File: src/rtl/dmau_pkg.sv
// dmau_pkg: shared size encodings, FSM states and default depth for the data memory access unit
package dmau_pkg;
  localparam int DEPTH_DEF = 32;
  localparam logic [1:0] SZ_B = 2'd0;
  localparam logic [1:0] SZ_H = 2'd1;
  localparam logic [1:0] SZ_W = 2'd2;
  typedef enum logic [1:0] {IDLE, RD_WORD, WR_WORD, RESP} state_t;
endpackage

File: src/rtl/dmau_if.sv
// dmau_if: CPU request/response handshake plus word-memory port of the data memory access unit
//   req_*    : CPU request (valid/ready, store flag, size, unsigned, byte address, store data)
//   rsp_*    : response (valid/ready, extended load data, error flag)
//   Addr, DataIn, RD, WD : word-indexed memory command; DataOut : combinational memory read data
//   master   : CPU + memory side; slave : the access unit
interface dmau_if #(parameter int AW = 32);
  logic req_valid, req_ready, req_we, req_unsigned;
  logic [1:0] req_size;
  logic [AW-1:0] req_addr, Addr;
  logic [31:0] req_wdata, rsp_rdata, DataIn, DataOut;
  logic rsp_valid, rsp_ready, rsp_err, RD, WD;
  modport master (
    output req_valid, req_we, req_size, req_unsigned, req_addr, req_wdata, rsp_ready, DataOut,
    input req_ready, rsp_valid, rsp_rdata, rsp_err, Addr, DataIn, RD, WD
  );
  modport slave (
    input req_valid, req_we, req_size, req_unsigned, req_addr, req_wdata, rsp_ready, DataOut,
    output req_ready, rsp_valid, rsp_rdata, rsp_err, Addr, DataIn, RD, WD
  );
endinterface

File: src/rtl/lane_align.sv
// lane_align: little-endian sub-word store merge and load extract/extend
//   off    : byte offset addr[1:0]      size  : SZ_B/SZ_H/SZ_W
//   uns    : zero-extend loads          wdata : right-aligned store data
//   rword  : word read from memory      merged: rword with addressed lane(s) replaced
//   loaded : addressed lane shifted to bit 0 and extended
module lane_align
  import dmau_pkg::*;
(
  input  logic [1:0]  off,
  input  logic [1:0]  size,
  input  logic        uns,
  input  logic [31:0] wdata,
  input  logic [31:0] rword,
  output logic [31:0] merged,
  output logic [31:0] loaded
);
  logic [4:0] sh;
  logic [31:0] mask;
  logic [15:0] lane;
  assign sh = {off, 3'b000};
  assign mask = size == SZ_B ? 32'hFF << sh : size == SZ_H ? 32'hFFFF << sh : '1;
  assign merged = (rword & ~mask) | ((wdata << sh) & mask);
  assign lane = 16'(rword >> sh);
  assign loaded = size == SZ_B ? {{24{!uns && lane[7]}}, lane[7:0]} :
                  size == SZ_H ? {{16{!uns && lane[15]}}, lane} : rword;
endmodule

File: src/rtl/data_mem_access_unit.sv
// data_mem_access_unit: sequences byte-addressed CPU loads/stores into word RD/WD memory accesses
//   clk   : rising-edge clock
//   rst_n : asynchronous active-low reset
//   bus   : dmau_if slave (CPU req/rsp handshake and memory Addr/DataIn/RD/WD/DataOut)
module data_mem_access_unit
  import dmau_pkg::*;
#(
  parameter int DEPTH = DEPTH_DEF,
  parameter int AW = 32
) (
  input logic clk,
  input logic rst_n,
  dmau_if.slave bus
);
  state_t st, nxt;
  logic acc, bad, we, uns;
  logic [1:0] size, off;
  logic [31:0] wdata, merged, loaded;
  assign acc = bus.req_valid && st == IDLE;
  assign bad = bus.req_size == 2'd3 || (bus.req_size == SZ_H && bus.req_addr[0]) ||
               (bus.req_size == SZ_W && bus.req_addr[1:0] != 2'b00) ||
               (bus.req_addr >> 2) >= AW'(DEPTH);
  // strobes decode straight from the state register so an async reset drops them at once
  assign bus.req_ready = st == IDLE;
  assign bus.rsp_valid = st == RESP;
  assign bus.RD = st == RD_WORD;
  assign bus.WD = st == WR_WORD;
  lane_align la (
    .off(off), .size(size), .uns(uns), .wdata(wdata), .rword(bus.DataOut),
    .merged(merged), .loaded(loaded)
  );
  always_comb begin
    nxt = st;
    if (st == IDLE)
      nxt = !acc ? IDLE : bad ? RESP : (bus.req_we && bus.req_size == SZ_W) ? WR_WORD : RD_WORD;
    else if (st == RD_WORD)
      nxt = we ? WR_WORD : RESP;
    else if (st == WR_WORD)
      nxt = RESP;
    else if (bus.rsp_ready)
      nxt = IDLE;
  end
  always_ff @(posedge clk or negedge rst_n)
    if (!rst_n) st <= IDLE;
    else st <= nxt;
  // a word store writes req_wdata directly; sub-word stores overwrite DataIn with the merged word
  always_ff @(posedge clk or negedge rst_n)
    if (!rst_n) begin
      we <= 1'b0;
      uns <= 1'b0;
      size <= SZ_B;
      off <= 2'b00;
      wdata <= '0;
      bus.Addr <= '0;
      bus.DataIn <= '0;
      bus.rsp_rdata <= '0;
      bus.rsp_err <= 1'b0;
    end else if (acc) begin
      we <= bus.req_we;
      uns <= bus.req_unsigned;
      size <= bus.req_size;
      off <= bus.req_addr[1:0];
      wdata <= bus.req_wdata;
      bus.Addr <= bus.req_addr >> 2;
      bus.DataIn <= bus.req_wdata;
      bus.rsp_rdata <= '0;
      bus.rsp_err <= bad;
    end else if (st == RD_WORD) begin
      if (we) bus.DataIn <= merged;
      else bus.rsp_rdata <= loaded;
    end
endmodule

File: src/flat_wrapper.sv
// flat-port wrapper written by rule: the top's interface ports become plain ports
module data_mem_access_unit_flat import dmau_pkg::*;
#(
  parameter int DEPTH = DEPTH_DEF,
  parameter int AW = 32
)
  (clk, rst_n, bus_req_valid, bus_req_we, bus_req_size, bus_req_unsigned, bus_req_addr, bus_req_wdata, bus_rsp_ready, bus_DataOut, bus_req_ready, bus_rsp_valid, bus_rsp_rdata, bus_rsp_err, bus_Addr, bus_DataIn, bus_RD, bus_WD);
  dmau_if #(.AW(AW)) bus_i ();
  input logic clk;
  input logic rst_n;
  input wire logic [$bits(bus_i.req_valid)-1:0] bus_req_valid;
  input wire logic [$bits(bus_i.req_we)-1:0] bus_req_we;
  input wire logic [$bits(bus_i.req_size)-1:0] bus_req_size;
  input wire logic [$bits(bus_i.req_unsigned)-1:0] bus_req_unsigned;
  input wire logic [$bits(bus_i.req_addr)-1:0] bus_req_addr;
  input wire logic [$bits(bus_i.req_wdata)-1:0] bus_req_wdata;
  input wire logic [$bits(bus_i.rsp_ready)-1:0] bus_rsp_ready;
  input wire logic [$bits(bus_i.DataOut)-1:0] bus_DataOut;
  output wire logic [$bits(bus_i.req_ready)-1:0] bus_req_ready;
  output wire logic [$bits(bus_i.rsp_valid)-1:0] bus_rsp_valid;
  output wire logic [$bits(bus_i.rsp_rdata)-1:0] bus_rsp_rdata;
  output wire logic [$bits(bus_i.rsp_err)-1:0] bus_rsp_err;
  output wire logic [$bits(bus_i.Addr)-1:0] bus_Addr;
  output wire logic [$bits(bus_i.DataIn)-1:0] bus_DataIn;
  output wire logic [$bits(bus_i.RD)-1:0] bus_RD;
  output wire logic [$bits(bus_i.WD)-1:0] bus_WD;
  assign bus_i.req_valid = bus_req_valid;
  assign bus_i.req_we = bus_req_we;
  assign bus_i.req_size = bus_req_size;
  assign bus_i.req_unsigned = bus_req_unsigned;
  assign bus_i.req_addr = bus_req_addr;
  assign bus_i.req_wdata = bus_req_wdata;
  assign bus_i.rsp_ready = bus_rsp_ready;
  assign bus_i.DataOut = bus_DataOut;
  assign bus_req_ready = bus_i.req_ready;
  assign bus_rsp_valid = bus_i.rsp_valid;
  assign bus_rsp_rdata = bus_i.rsp_rdata;
  assign bus_rsp_err = bus_i.rsp_err;
  assign bus_Addr = bus_i.Addr;
  assign bus_DataIn = bus_i.DataIn;
  assign bus_RD = bus_i.RD;
  assign bus_WD = bus_i.WD;
  data_mem_access_unit #(.DEPTH(DEPTH), .AW(AW)) u_core (.clk(clk), .rst_n(rst_n), .bus(bus_i));
endmodule
File: config.mk
export PLATFORM = sky130hd
export DESIGN_NAME = data_mem_access_unit_flat
export DESIGN_NICKNAME = d
export VERILOG_FILES = /design/src/rtl/dmau_pkg.sv /design/src/rtl/dmau_if.sv /design/src/rtl/lane_align.sv /design/src/rtl/data_mem_access_unit.sv /design/src/flat_wrapper.sv
export SDC_FILE = /design/constraint.sdc
export NUM_CORES = 1
export LEC_CHECK = 0
export CORE_MARGIN = 2
export CORE_UTILIZATION = 51
export DETAILED_ROUTE_END_ITERATION = 8
export HOLD_SLACK_MARGIN = 0.02
export PLACE_DENSITY = 0.93
export SLEW_MARGIN = 20
export SYNTH_ARGS = -nofsm -noshare
export SYNTH_HDL_FRONTEND = slang
export SYNTH_SLANG_ARGS = --single-unit
File: constraint.sdc
create_clock -name clk -period 6.8 [get_ports clk]
set_input_delay 1.36 -clock clk [delete_from_list [all_inputs] [get_ports clk]]
set_output_delay 1.36 -clock clk [all_outputs]
set_load 0.1 [all_outputs]
==> reports/qor.txt, run 1 <==
initial cell density of the core - 51.5%
MaxCap Viol Count - 0
worst hold endpoint - u_core.wdata[26]$_DFFE_PN0P_
Inst Count DP - 1087
Critical Path Source Type - flip-flop
synthesized area - 0.00674 sq mm
count of final setup violators - 0
Synth area leaders - dfrtp_1, nand2_1, o21ai_0
Vias/cell - 6.22
die height - 119 um
Post-synth EDFFs - 0
Syn Area/Cell - 8.91 sq um
IO buf count - 202
share of the synthesized area in the top cell type - 50.1%
DR iter-0 viols - 1089
final net count - 1042
die area - 0.0142 sq mm
Least-Margin Pin Slew - 1.03 ns
Simple-Gate Fraction of Synth Area - 19.1%
Highest Clock Rate - 0.264 GHz
minimum clock period - 3.79 ns
drt first pass iters - 6
PostCTS Resize Cnt - 0
Routed Antenna Nets - 0
Unique masters post-synth - 46
CTS buffer count - 17
Ys Warns - 0
RSZ-0062 raised after global routing - false
Crit. End Element - output port
critical path required time - 5.44 ns
Max-slew headroom - 31.1%
Post-synth ARST share - 100%
most common cell in the netlist - nand2_1
Tot GR Track Use - 31.9%
Reg2Reg Capture Point - u_core.bus.DataIn[15]$_DFFE_PN0P_
main combinational cell family by area after synthesis - compound AO/OA/AOI/OAI gates
Tcrit/Tclk final - 55.8%
Worst-Skew Late Latency - 0.43 ns
Worst Reg2Reg Path Length in Cells - 7
hold_sp - u_core.wdata[26]$_DFFE_PN0P_
antenna violations before repair - 0
commonest cells in the netlist - nand2_1, dfrtp_1, o21ai_0
ys flop type - dfrtp_1
final WL - 22500 um
reg2reg start - u_core.off[1]$_DFFE_PN0P_
adder-cell share of the synthesized area - 1.48%
FILL cells - 851
Setup Skew - 0.00723 ns
Reg clk slew, reported paths - 0.06 ns
register area share after synthesis - 50.1%
CTS H-tree depth - 4
Syn Inst Count - 757
status - finished clean
post-cts hold buffer count - 0
Total Negative Setup Slacks - 0 ns
non-filler cells in the finished layout - 1119
CTS tree - done
vias in the first global route - 6750
xor/xnor share of the synthesized area - 0%
first-pass GRT wire length - 35100 um
dpl hpwl - 15300 um
gr ovfl total - 0
Vias - 6957
FF-to-FF setup slack - 3.54 ns
cell taking the most area after synthesis - dfrtp_1
Sink Count - 135
Setup Buffers After CTS - 0
crit path max fanout - 6
Antenna diodes - 0
Ports - 205
# DRC - 0
WS Path Type - reg2out
fraction of layout cells with a size suffix above 1 - 6.15%
register bit count reported by yosys - 135
width of the chip - 119 um
Synth Area in Compound Gates - 20.8%
Arrival @ worst endpoint - 2.43 ns
Worst Hold Depth - 2
Hold WC Path Type - reg2reg
worst slack, placed - 2.74 ns
Clock Tree Buf Depth - 2
root buffer cell - clkbuf_16
Cell Rows - 42
final max-slew violation count - 0
Placeable Area - 0.0131 sq mm
Final Hold Vio Count - 0
largest net degree at the start of global routing - 70
Area Growth Syn to Fin - 39.9%
worst setup margin - 3.01 ns
mux contribution to synthesized area - 4.32%
post-DR wirelength/cell - 20.1 um
Final Wtd Congestion - 0.952
==> layout make-up <==
class	count	area [sq um]	share of cell area, %
clock inverters	12	175	1.86
multi-input cells	559	3100	32.9
repair buffers	210	2080	22.0
well taps	176	220	2.33
flip-flops and latches	135	3380	35.8
inverters	7	26.3	0.278
clock buffers	20	457	4.84
==> critical path: stages (launching register included) <==
cell	delay [ns]
dfrtp_1	0.41
inv_1	0.13
ha_1	0.29
clkdlybuf4s50_1	1.17
==> per-stage QoR <==
step                      utilization (%)  area, sq um  hold WS, ns
after floorplan                         -         6750        0.438
after CTS                            72.1         9430        0.469
after global routing                 72.1         9440        0.497
after detailed placement             67.3         8800        0.454
after global placement               67.3         8800        0.452
final                                72.1         9440        0.470
==> per-layer routing <==
layer	share of wire, %	GRT usage [%]	up-vias
met4	5.0	16.6	0
met3	11	9.43	115
met5	0	0	-
li1	-	-	3013
met1	37	40.1	3267
met2	47	50.0	562
==> state kept, by name (all words and copies together) (netlist names) <==
register              cells
u_core.bus.Addr          30
u_core.bus.DataIn        32
u_core.bus.rsp_err        1
u_core.bus.rsp_rdata     32
u_core.off                2
u_core.size               2
u_core.st                 2
u_core.uns                1
u_core.wdata             32
u_core.we                 1
==> worst max-delay path by stage <==
stage | start | end | slack, ns | cells after the start
2_1_floorplan | u_core.st[0]$_DFFE_PN0P_ | bus_req_ready | 4.12 | 2
3_3_place_gp | bus_req_valid | u_core.bus.rsp_rdata[17]$_DFFE_PN0P_ | 2.90 | 6
3_5_place_dp | bus_req_valid | u_core.bus.rsp_rdata[19]$_DFFE_PN0P_ | 2.74 | 6
4_1_cts | u_core.st[0]$_DFFE_PN0P_ | bus_req_ready | 3.00 | 3
5_1_grt | bus_req_valid | u_core.bus.rsp_rdata[31]$_DFFE_PN0P_ | 2.91 | 6
6_report | u_core.st[0]$_DFFE_PN0P_ | bus_req_ready | 3.01 | 3
==> layout by cell type, fill, tap and decap left out, types with 9 or more instances in the layout <==
| cell | n |
|---|---|
| nor2b_1 | 14 |
| mux2i_1 | 13 |
| nand3_1 | 12 |
| nor2_1 | 35 |
| clkbuf_16 | 17 |
| nand2_1 | 211 |
| a211oi_1 | 10 |
| a221oi_1 | 9 |
| nor3_1 | 12 |
| mux2_2 | 9 |
| o21ai_0 | 62 |
| a21oi_1 | 37 |
| o31ai_1 | 17 |
| a22oi_1 | 36 |
| clkdlybuf4s50_1 | 201 |
| buf_4 | 9 |
| dfrtp_1 | 135 |
==> logic make-up (layout without fill, tap and decap cells) <==
kind of cell | count (synthesis) | count (layout)
AO/OA/AOI/OAI | 215 | 215
flip-flops | 135 | 135
adder cells (fa/ha/maj) | 8 | 8
buffers and inverters | 64 | 249
multiplexers | 25 | 25
AND/OR/NAND/NOR | 309 | 309
other | 1 | 2
Power of run 1 is left out: the tool's default activity adds up to more than one toggle a clock period on the data nets, which glitch-free logic cannot reach.
==> run 2: changes to the inputs <==
--- a/config.mk
+++ b/config.mk
@@ -6,10 +6,10 @@
 export NUM_CORES = 1
 export LEC_CHECK = 0
 export CORE_MARGIN = 2
-export CORE_UTILIZATION = 51
+export CORE_UTILIZATION = 47
 export DETAILED_ROUTE_END_ITERATION = 8
 export HOLD_SLACK_MARGIN = 0.02
-export PLACE_DENSITY = 0.93
+export PLACE_DENSITY = 0.87
 export SLEW_MARGIN = 20
 export SYNTH_ARGS = -nofsm -noshare
 export SYNTH_HDL_FRONTEND = slang
==> constraint.sdc (replaced) <==
create_clock -name clk -period 3.8 [get_ports clk]
set_input_delay 0.76 -clock clk [delete_from_list [all_inputs] [get_ports clk]]
set_output_delay 0.76 -clock clk [all_outputs]
set_load 0.1 [all_outputs]
==> run 2 against run 1 <==
Net effect:
- critical endpoint is now bus_rsp_valid
- wire length is 0.41% lower
- worst hold slack worse by 0.16 ns
- clock skew is 0.0015 ns higher
- die area is 8.2% higher
- setup slack worse by 2.1 ns
- sequential share of layout area is 0.23 points lower
- via count is 2.2% lower
- largest cell class unchanged
- register-to-register slack worse by 2.3 ns
- count of clock-buffer cells in the layout is 3 lower
- flip-flop and latch count stayed put
==> reports/qor.txt, run 2 (synthesis results as in run 1) <==
count of final setup violators - 0 (unchanged)
gr ovfl total - 0 (unchanged)
critical path required time - 3.04 ns (-2.40 ns)
Final Wtd Congestion - 0.926 (-2.8%)
Total Negative Setup Slacks - 0 ns (unchanged)
RSZ-0062 raised after global routing - false
largest net degree at the start of global routing - 70 (unchanged)
drt first pass iters - 5 (-1)
initial cell density of the core - 48.4% (-3.1 points)
IO buf count - 202 (unchanged)
Highest Clock Rate - 0.347 GHz
Finished Cell Area - 0.00950 sq mm (+0.65%)
Least-Margin Pin Slew - 1.11 ns (+0.0807 ns)
minimum clock period - 2.88 ns
Tot GR Track Use - 29.8% (-2.1 points)
Crit. End Element - output port
Worst Reg2Reg Path Length in Cells - 6 (-1)
PostCTS Resize Cnt - 0 (unchanged)
Cell Rows - 43 (+2.4%)
CTS tree - done
FILL cells - 1071 (+26%)
Hold WC Path Type - in2async
final max-slew violation count - 0 (unchanged)
final WL - 22400 um (-0.41%)
Tcrit/Tclk final - 75.7%
Reg clk slew, reported paths - 0.06 ns (about the same)
Routed Antenna Nets - 0 (unchanged)
die height - 124 um (+4.0%)
Setup Buffers After CTS - 0 (unchanged)
Vias/cell - 6.05 (-2.7%)
final net count - 1044 (+0.19%)
Worst-Skew Late Latency - 0.43 ns (about the same)
# DRC - 0 (unchanged)
status - finished clean
CTS buffer count - 17 (unchanged)
DR iter-0 viols - 775 (-29%)
dpl hpwl - 15400 um (+0.88%)
critical-path cell list - ha_1 > clkdlybuf4s50_1
Setup Skew - 0.00870 ns (+0.00146 ns)
Antenna diodes - 0 (unchanged)
CTS H-tree depth - 4 (unchanged)
fraction of layout cells with a size suffix above 1 - 6.77% (+0.62 points)
Ports - 205 (unchanged)
Regs by FF count - u_core.bus.DataIn (32), u_core.bus.rsp_rdata (32), u_core.wdata (32)
commonest non-fill, non-tap cell in the layout - nand2_1
MaxCap Viol Count - 0 (unchanged)
crit path max fanout - 3 (-3)
most frequent cells in the layout - nand2_1, clkdlybuf4s50_1, dfrtp_1
Area Growth Syn to Fin - 40.9%
die area - 0.0153 sq mm (+8.2%)
first-pass GRT wire length - 34800 um (-1.1%)
post-DR wirelength/cell - 19.9 um (-0.94%)
final core occ - 68.2% (-4.0 points)
antenna violations before repair - 0 (unchanged)
WS Path Type - reg2out
vias in the first global route - 6579 (-2.5%)
Max-slew headroom - 26.3% (-4.9 points)
Arrival @ worst endpoint - 2.12 ns (-0.31 ns)
Placeable Area - 0.0139 sq mm (+6.5%)
Final Hold Vio Count - 0 (unchanged)
WHS - 0.310 ns (-0.160 ns)
Vias - 6804 (-2.2%)
DP Area - 0.00885 sq mm (+0.53%)
Critical Path Source Type - flip-flop
Sink Count - 135 (unchanged)
width of the chip - 124 um (+4.0%)
root buffer cell - clkbuf_16
post-cts hold buffer count - 0 (unchanged)
slowest cell on the critical path - clkdlybuf4s50_1
Clock Tree Buf Depth - 2 (unchanged)
Largest stage delay, worst path - 1.14 ns (-0.03 ns)
-- run 2: cell count changes in the layout (fill, tap and decap cells not counted), moves of 2 or more --
cell / before / now
clkinvlp_4: 0 / 3
clkdlybuf4s50_1: 201 / 198
buf_12: 0 / 2
clkinv_2: 4 / 2
buf_4: 9 / 11
inv_6: 0 / 2
clkbuf_8: 2 / 0
-- run 2: layer usage --
| layer | global-route usage [%] | vias to the layer above | wire length (um) |
|---|---|---|---|
| li1 | - | 3007 | - |
| met1 | 38.8 | 3284 | 8660 |
| met2 | 48.1 | 448 | 10900 |
| met3 | 7.69 | 65 | 2200 |
| met4 | 11.2 | 0 | 666 |
| met5 | 0 | - | 0 |
-- run 2: critical path, delay by kind of cell (launching register included) --
kind | cells | cell delay (ns)
buf+inv | 1 | 1.14
flops | 1 | 0.39
fa+ha+maj | 1 | 0.16
-- run 2: final cells by class --
type	count	area, sq um	area share (%)
clock buffer	17	425	4.48
clock inverter	15	226	2.38
inverter	7	26.3	0.277
multi-input combinational	559	3100	32.7
sequential	135	3380	35.6
tap	180	225	2.37
timing repair buffer	212	2120	22.3
-- run 2: path summary, 6_finish.rpt --
kind / slack, ns / start / endpoint
max: 0.92 / u_core.st[0]$_DFFE_PN0P_ / bus_rsp_valid
min: 0.31 / rst_n / u_core.bus.rsp_rdata[18]$_DFFE_PN0P_
max reg2reg: 1.23 / u_core.st[0]$_DFFE_PN0P_ / u_core.bus.rsp_rdata[26]$_DFFE_PN0P_
min reg2reg: 0.47 / u_core.wdata[29]$_DFFE_PN0P_ / u_core.wdata[29]$_DFFE_PN0P_
max in group asynchronous: 2.68 / rst_n / u_core.bus.Addr[17]$_DFFE_PN0P_
min in group clk: 0.47 / u_core.wdata[29]$_DFFE_PN0P_ / u_core.wdata[29]$_DFFE_PN0P_
-- run 2: through the flow --
stage / std cells / setup WS (ns)
finish: 1125 / 0.922
floorplan: 758 / 1.22
global route: 1125 / 0.883
global placement: 1093 / 1.05
CTS: 1125 / 0.909
detailed placement: 1093 / 0.927
Power of run 2 is left out for the same reason.
==> run 3: changes to the inputs <==
--- a/config.mk
+++ b/config.mk
@@ -6,10 +6,10 @@
 export NUM_CORES = 1
 export LEC_CHECK = 0
 export CORE_MARGIN = 2
-export CORE_UTILIZATION = 47
+export CORE_UTILIZATION = 43
 export DETAILED_ROUTE_END_ITERATION = 8
 export HOLD_SLACK_MARGIN = 0.02
-export PLACE_DENSITY = 0.87
+export PLACE_DENSITY = 0.84
 export SLEW_MARGIN = 20
 export SYNTH_ARGS = -nofsm -noshare
 export SYNTH_HDL_FRONTEND = slang
==> constraint.sdc (replaced) <==
create_clock -name clk -period 2.6 [get_ports clk]
set_input_delay 0.52 -clock clk [delete_from_list [all_inputs] [get_ports clk]]
set_output_delay 0.52 -clock clk [all_outputs]
set_load 0.1 [all_outputs]
==> run 3 against run 2 <==
Net effect:
- non-clock buffer count up 19
- first-iteration DRC count down 14%
- via count down 1.8%
- critical path type is now reg2reg
- critical endpoint is now u_core.bus.DataIn[18]$_DFFE_PN0P_
==> reports/qor.txt, run 3 (synthesis results as in run 1) <==
final net count - 1063 (+1.8%)
Setup Buffers After CTS - 0 (unchanged)
Ports - 205 (unchanged)
Highest Clock Rate - 0.454 GHz
Routed Antenna Nets - 0 (unchanged)
critical path required time - 2.95 ns (-0.09 ns)
root buffer cell - clkbuf_16
Vias/cell - 5.69 (-6.0%)
first-pass GRT wire length - 35500 um (+2.2%)
Tcrit/Tclk final - 84.8%
Max-slew headroom - 54.2% (+28 points)
Arrival @ worst endpoint - 2.55 ns (+0.43 ns)
width of the chip - 129 um (+4.4%)
dpl hpwl - 16200 um (+5.0%)
DR iter-0 viols - 667 (-14%)
commonest non-fill, non-tap cell in the layout - nand2_1
CTS buffer count - 17 (unchanged)
Final Hold Vio Count - 0 (unchanged)
critical-path cell list - inv_1 > ha_1 > mux2_4 > or2_0 > a211o_1 > a21oi_1
gr ovfl total - 0 (unchanged)
Largest stage delay, worst path - 0.38 ns (-0.76 ns)
Tot GR Track Use - 27.6% (-2.2 points)
Area Growth Syn to Fin - 39.5%
Worst-Skew Late Latency - 0.43 ns (about the same)
MaxCap Viol Count - 0 (unchanged)
CTS tree - done
vias in the first global route - 6601 (+0.33%)
Hold WC Path Type - in2async
Crit. End Element - flip-flop
PostCTS Resize Cnt - 0 (unchanged)
antenna violations before repair - 0 (unchanged)
FF-to-FF setup slack - 0.40 ns (-0.83 ns)
initial cell density of the core - 44.2% (-4.2 points)
Vias - 6680 (-1.8%)
fraction of layout cells with a size suffix above 1 - 18.6% (+12 points)
slowest cell on the critical path - or2_0
Sink Count - 135 (unchanged)
Clock Tree Buf Depth - 2 (unchanged)
Cell Rows - 45 (+4.7%)
status - finished clean
final WL - 22400 um (-0.18%)
die height - 129 um (+4.4%)
Least-Margin Pin Slew - 0.685 ns (-0.421 ns)
Placeable Area - 0.0153 sq mm (+9.5%)
die area - 0.0167 sq mm (+9.0%)
Reg clk slew, reported paths - 0.06 ns (about the same)
# DRC - 0 (unchanged)
minimum clock period - 2.20 ns
RSZ-0062 raised after global routing - false
Antenna diodes - 0 (unchanged)
largest net degree at the start of global routing - 56 (-20%)
most frequent cells in the layout - nand2_1, dfrtp_1, buf_4
CTS H-tree depth - 4 (unchanged)
final max-slew violation count - 0 (unchanged)
Regs by FF count - u_core.bus.DataIn (32), u_core.bus.rsp_rdata (32), u_core.wdata (32)
IO buf count - 202 (unchanged)
WS Path Type - reg2reg
Final Wtd Congestion - 0.921 (-0.53%)
drt first pass iters - 6 (+1)
Setup Skew - 0.00642 ns (-0.00228 ns)
count of final setup violators - 0 (unchanged)
post-cts hold buffer count - 0 (unchanged)
Total Negative Setup Slacks - 0 ns (unchanged)
post-DR wirelength/cell - 19.0 um (-4.4%)
Critical Path Source Type - flip-flop
crit path max fanout - 13 (+10)
run 3: layout make-up:
cell class	count	area (sq um)
clock buffers	18	439
flip-flops and latches	135	3380
repair buffers	231	2010
clock inverters	14	198
inverters	7	26.3
fillers	1272	5850
well taps	211	264
multi-input cells	559	3100
run 3: metrics by stage:
step / instance area, sq um / hold slack [ns] / setup WS (ns) / utilization [%] / std cells
2_1_floorplan: 6750 / 0.224 / 0.0196 / - / 758
3_3_place_gp: 8770 / 0.453 / 0.291 / 57.5 / 1143
3_5_place_dp: 8770 / 0.455 / 0.230 / 57.5 / 1143
4_1_cts: 9410 / 0.0591 / 0.429 / 61.7 / 1175
5_1_grt: 9410 / 0.0800 / 0.212 / 61.7 / 1175
6_report: 9410 / 0.0542 / 0.396 / 61.7 / 1175
run 3: worst paths after layout:
path / startpoint / to / cells after the start
max in group asynchronous: rst_n / u_core.bus.Addr[9]$_DFFE_PN0P_ / 2
min: rst_n / u_core.bus.rsp_rdata[28]$_DFFE_PN0P_ / 1
max reg2reg: u_core.off[0]$_DFFE_PN0P_ / u_core.bus.DataIn[18]$_DFFE_PN0P_ / 6
max: u_core.off[0]$_DFFE_PN0P_ / u_core.bus.DataIn[18]$_DFFE_PN0P_ / 6
min in group clk: u_core.wdata[27]$_DFFE_PN0P_ / u_core.wdata[27]$_DFFE_PN0P_ / 2
min reg2reg: u_core.wdata[27]$_DFFE_PN0P_ / u_core.wdata[27]$_DFFE_PN0P_ / 2
run 3: routing by layer:
layer	track usage (%)	vias up	wire, um
met3	8.55	59	2200
met4	10.3	0	670
met2	44.1	397	10700
met1	35.5	3184	8770
met5	0	-	0
li1	-	3040	-
run 3: critical path, delay by kind of cell, from the launching register on:
kind	cells	cell delay (ns)
compound gates	2	0.47
simple gates	1	0.38
flops	1	0.37
mux	1	0.31
fa+ha+maj	1	0.30
buf+inv	1	0.29
Power of run 3 is left out for the same reason.
==> edit: new RTL, config.mk and constraints of run 1 <==
`AW` is set to 32 in 3 places; all go to 16.
--- a/src/rtl/dmau_if.sv
+++ b/src/rtl/dmau_if.sv
@@ -5,3 +5,3 @@
 //   master   : CPU + memory side; slave : the access unit
-interface dmau_if #(parameter int AW = 32);
+interface dmau_if #(parameter int AW = 16);
   logic req_valid, req_ready, req_we, req_unsigned;
--- a/src/rtl/data_mem_access_unit.sv
+++ b/src/rtl/data_mem_access_unit.sv
@@ -8,3 +8,3 @@
   parameter int DEPTH = DEPTH_DEF,
-  parameter int AW = 32
+  parameter int AW = 16
 ) (
--- a/src/flat_wrapper.sv
+++ b/src/flat_wrapper.sv
@@ -4,3 +4,3 @@
   parameter int DEPTH = DEPTH_DEF,
-  parameter int AW = 32
+  parameter int AW = 16
 )
Interface: changed (resized bus_Addr and bus_req_addr); port bits go from 205 to 173. The function was not compared with the original's and may differ.
==> edit against run 1 <==
Routed wire length is 9.6% lower; final area is 12% lower; worst setup slack worse by 0.14 ns; sequential cell count is 16 lower; synthesized area is 12% lower; count of clock-buffer cells in the layout is 1 lower; register-to-register slack worse by 0.67 ns; non-clock buffer count is 36 lower; core utilization is 0.42 points higher; critical path type is now flip-flop to flip-flop; largest cell class unchanged.
Power is left out: the tool's default activity adds up to more than one toggle a clock period on the data nets, which glitch-free logic cannot reach.
==> edit: results (changes against run 1) <==
| Metric | Value |
|---|---|
| Via density per instance | 6.260 (was 6.217) |
| Initial DRC count | 681 (was 1089) |
| GR Util met2 | 0.5196 (was 0.4996) |
| Largest net degree at the start of global routing | 74 (was 70) |
| FILL cells | 810 (was 851) |
| PnR worst setup slack | 2.871 ns (was 3.008 ns) |
| Placed cell count | 903 (was 1087) |
| Via count | 5853 (was 6957) |
| Post-synthesis adder-cell area fraction | 0.01681 (was 0.01484) |
| Synth Area in Compound Gates | 0.1985 (was 0.2078) |
| Hold endpoint | u_core.bus.rsp_rdata[13] (was u_core.wdata[26]) |
| Gr usage total | 0.3300 (was 0.3190) |
| Proportion of layout cells with a drive suffix above 1 | 0.09091 (was 0.06151) |
| Gpl congestion | 0.9268 (was 0.9522) |
| Ys async rst share | 1.000 (unchanged) |
| Min Hold Slack | 0.4778 ns (was 0.4698 ns) |
| Worst Path Max Fanout | 35 (was 6) |
| First-pass GRT wire length | 32.18 mm (was 35.13 mm) |
| Multiplexer share of the synthesized area | 0.06639 (was 0.04323) |
| WP depth | 6 (was 3) |
| CP Class | flip-flop to flip-flop (was flip-flop to output pin) |
| Grt met1 use | 0.4369 (was 0.4013) |
| Cells after Synth | 626 (was 757) |
| DR pass1 iterations | 7 (was 6) |
| Slowest CP cell | clkinv_1 (was clkdlybuf4s50_1) |
| Hold path start | u_core.bus.rsp_rdata[13] (was u_core.wdata[26]) |
| Met3 WL post-DR | 2.108 mm (was 2.473 mm) |
| Met3 GRT Util | 0.08855 (was 0.09435) |
| Largest cells by area after synthesis | dfrtp_1 (50%), nand2_1 (12%), o21ai_0 (4.1%) (was dfrtp_1 (50%), nand2_1 (12%), o21ai_0 (4.6%)) |
| Vias in the first global route | 5885 (was 6750) |
| Antenna violations before repair | 0 (unchanged) |
| DP Wirelength | 14.18 mm (was 15.29 mm) |
| Detailed-routed wire length on met2 | 9.531 mm (was 10.59 mm) |
| Top post-synthesis cells by count | nand2_1 (188), dfrtp_1 (119), o21ai_0 (49), a221oi_1 (24), clkbuf_1 (24) (was nand2_1 (212), dfrtp_1 (135), o21ai_0 (62), a21oi_1 (37)) |
| Min-delay worst type | flip-flop to flip-flop (unchanged) |
| Status | completed (unchanged) |
| CP peak stage delay | 1.08 ns (was 1.17 ns) |
| Post-Route WL | 20.32 mm (was 22.49 mm) |
| Final net count | 875 (was 1042) |
| DP Area | 7686 um2 (was 8801 um2) |
| CTS Buf Count | 17 (unchanged) |
| R2R depth | 6 (was 7) |
| Clk_skew | 0.009138 ns (was 0.007231 ns) |
| Register area share after synthesis | 0.5000 (was 0.5009) |
| Worst-margin pin slew | 1.065 ns (was 1.025 ns) |
| I/O Buffers | 170 (was 202) |
| Setup crit end | u_core.bus.DataIn[5] (was bus_req_ready) |
| Synth Flop Type | dfrtp_1 (unchanged) |
| CTS max path bufs | 2 (unchanged) |
| Post-Place Worst Slack | 2.754 ns (was 2.740 ns) |
| Synth cell types | 48 (was 46) |
| Routed met1 length | 7.917 mm (was 8.296 mm) |
[edit: cell types whose count changed in the layout (fill, tap and decap cells not counted), moves of 11 or more]
cell / run 1 / this run
nor2_1: 35 / 21
dfrtp_1: 135 / 119
a221o_1: 0 / 11
a221oi_1: 9 / 24
nand2_1: 211 / 187
o21ai_0: 62 / 49
clkdlybuf4s50_1: 201 / 169
a21oi_1: 37 / 6
o31ai_1: 17 / 2
a22oi_1: 36 / 20
[edit: cell type report]
class,count,area [um2],area share
Sequential cell,119,2978,0.3595
Multi-Input combinational cell,461,2785,0.3362
Timing Repair Buffer,174,1729,0.2087
Clock buffer,19,442.9,0.05347
Tap cell,143,178.9,0.02160
Clock inverter,13,147.6,0.01782
Inverter,6,22.52,0.002719
[edit: worst reg2reg max path, stage by stage (launching register included)]
cell,delay [ns]
dfrtp_1,0.84
clkinv_1,1.09
ha_1,0.56
nor2_1,0.46
nor3_1,0.28
a221oi_1,0.38
o21ai_0,0.18
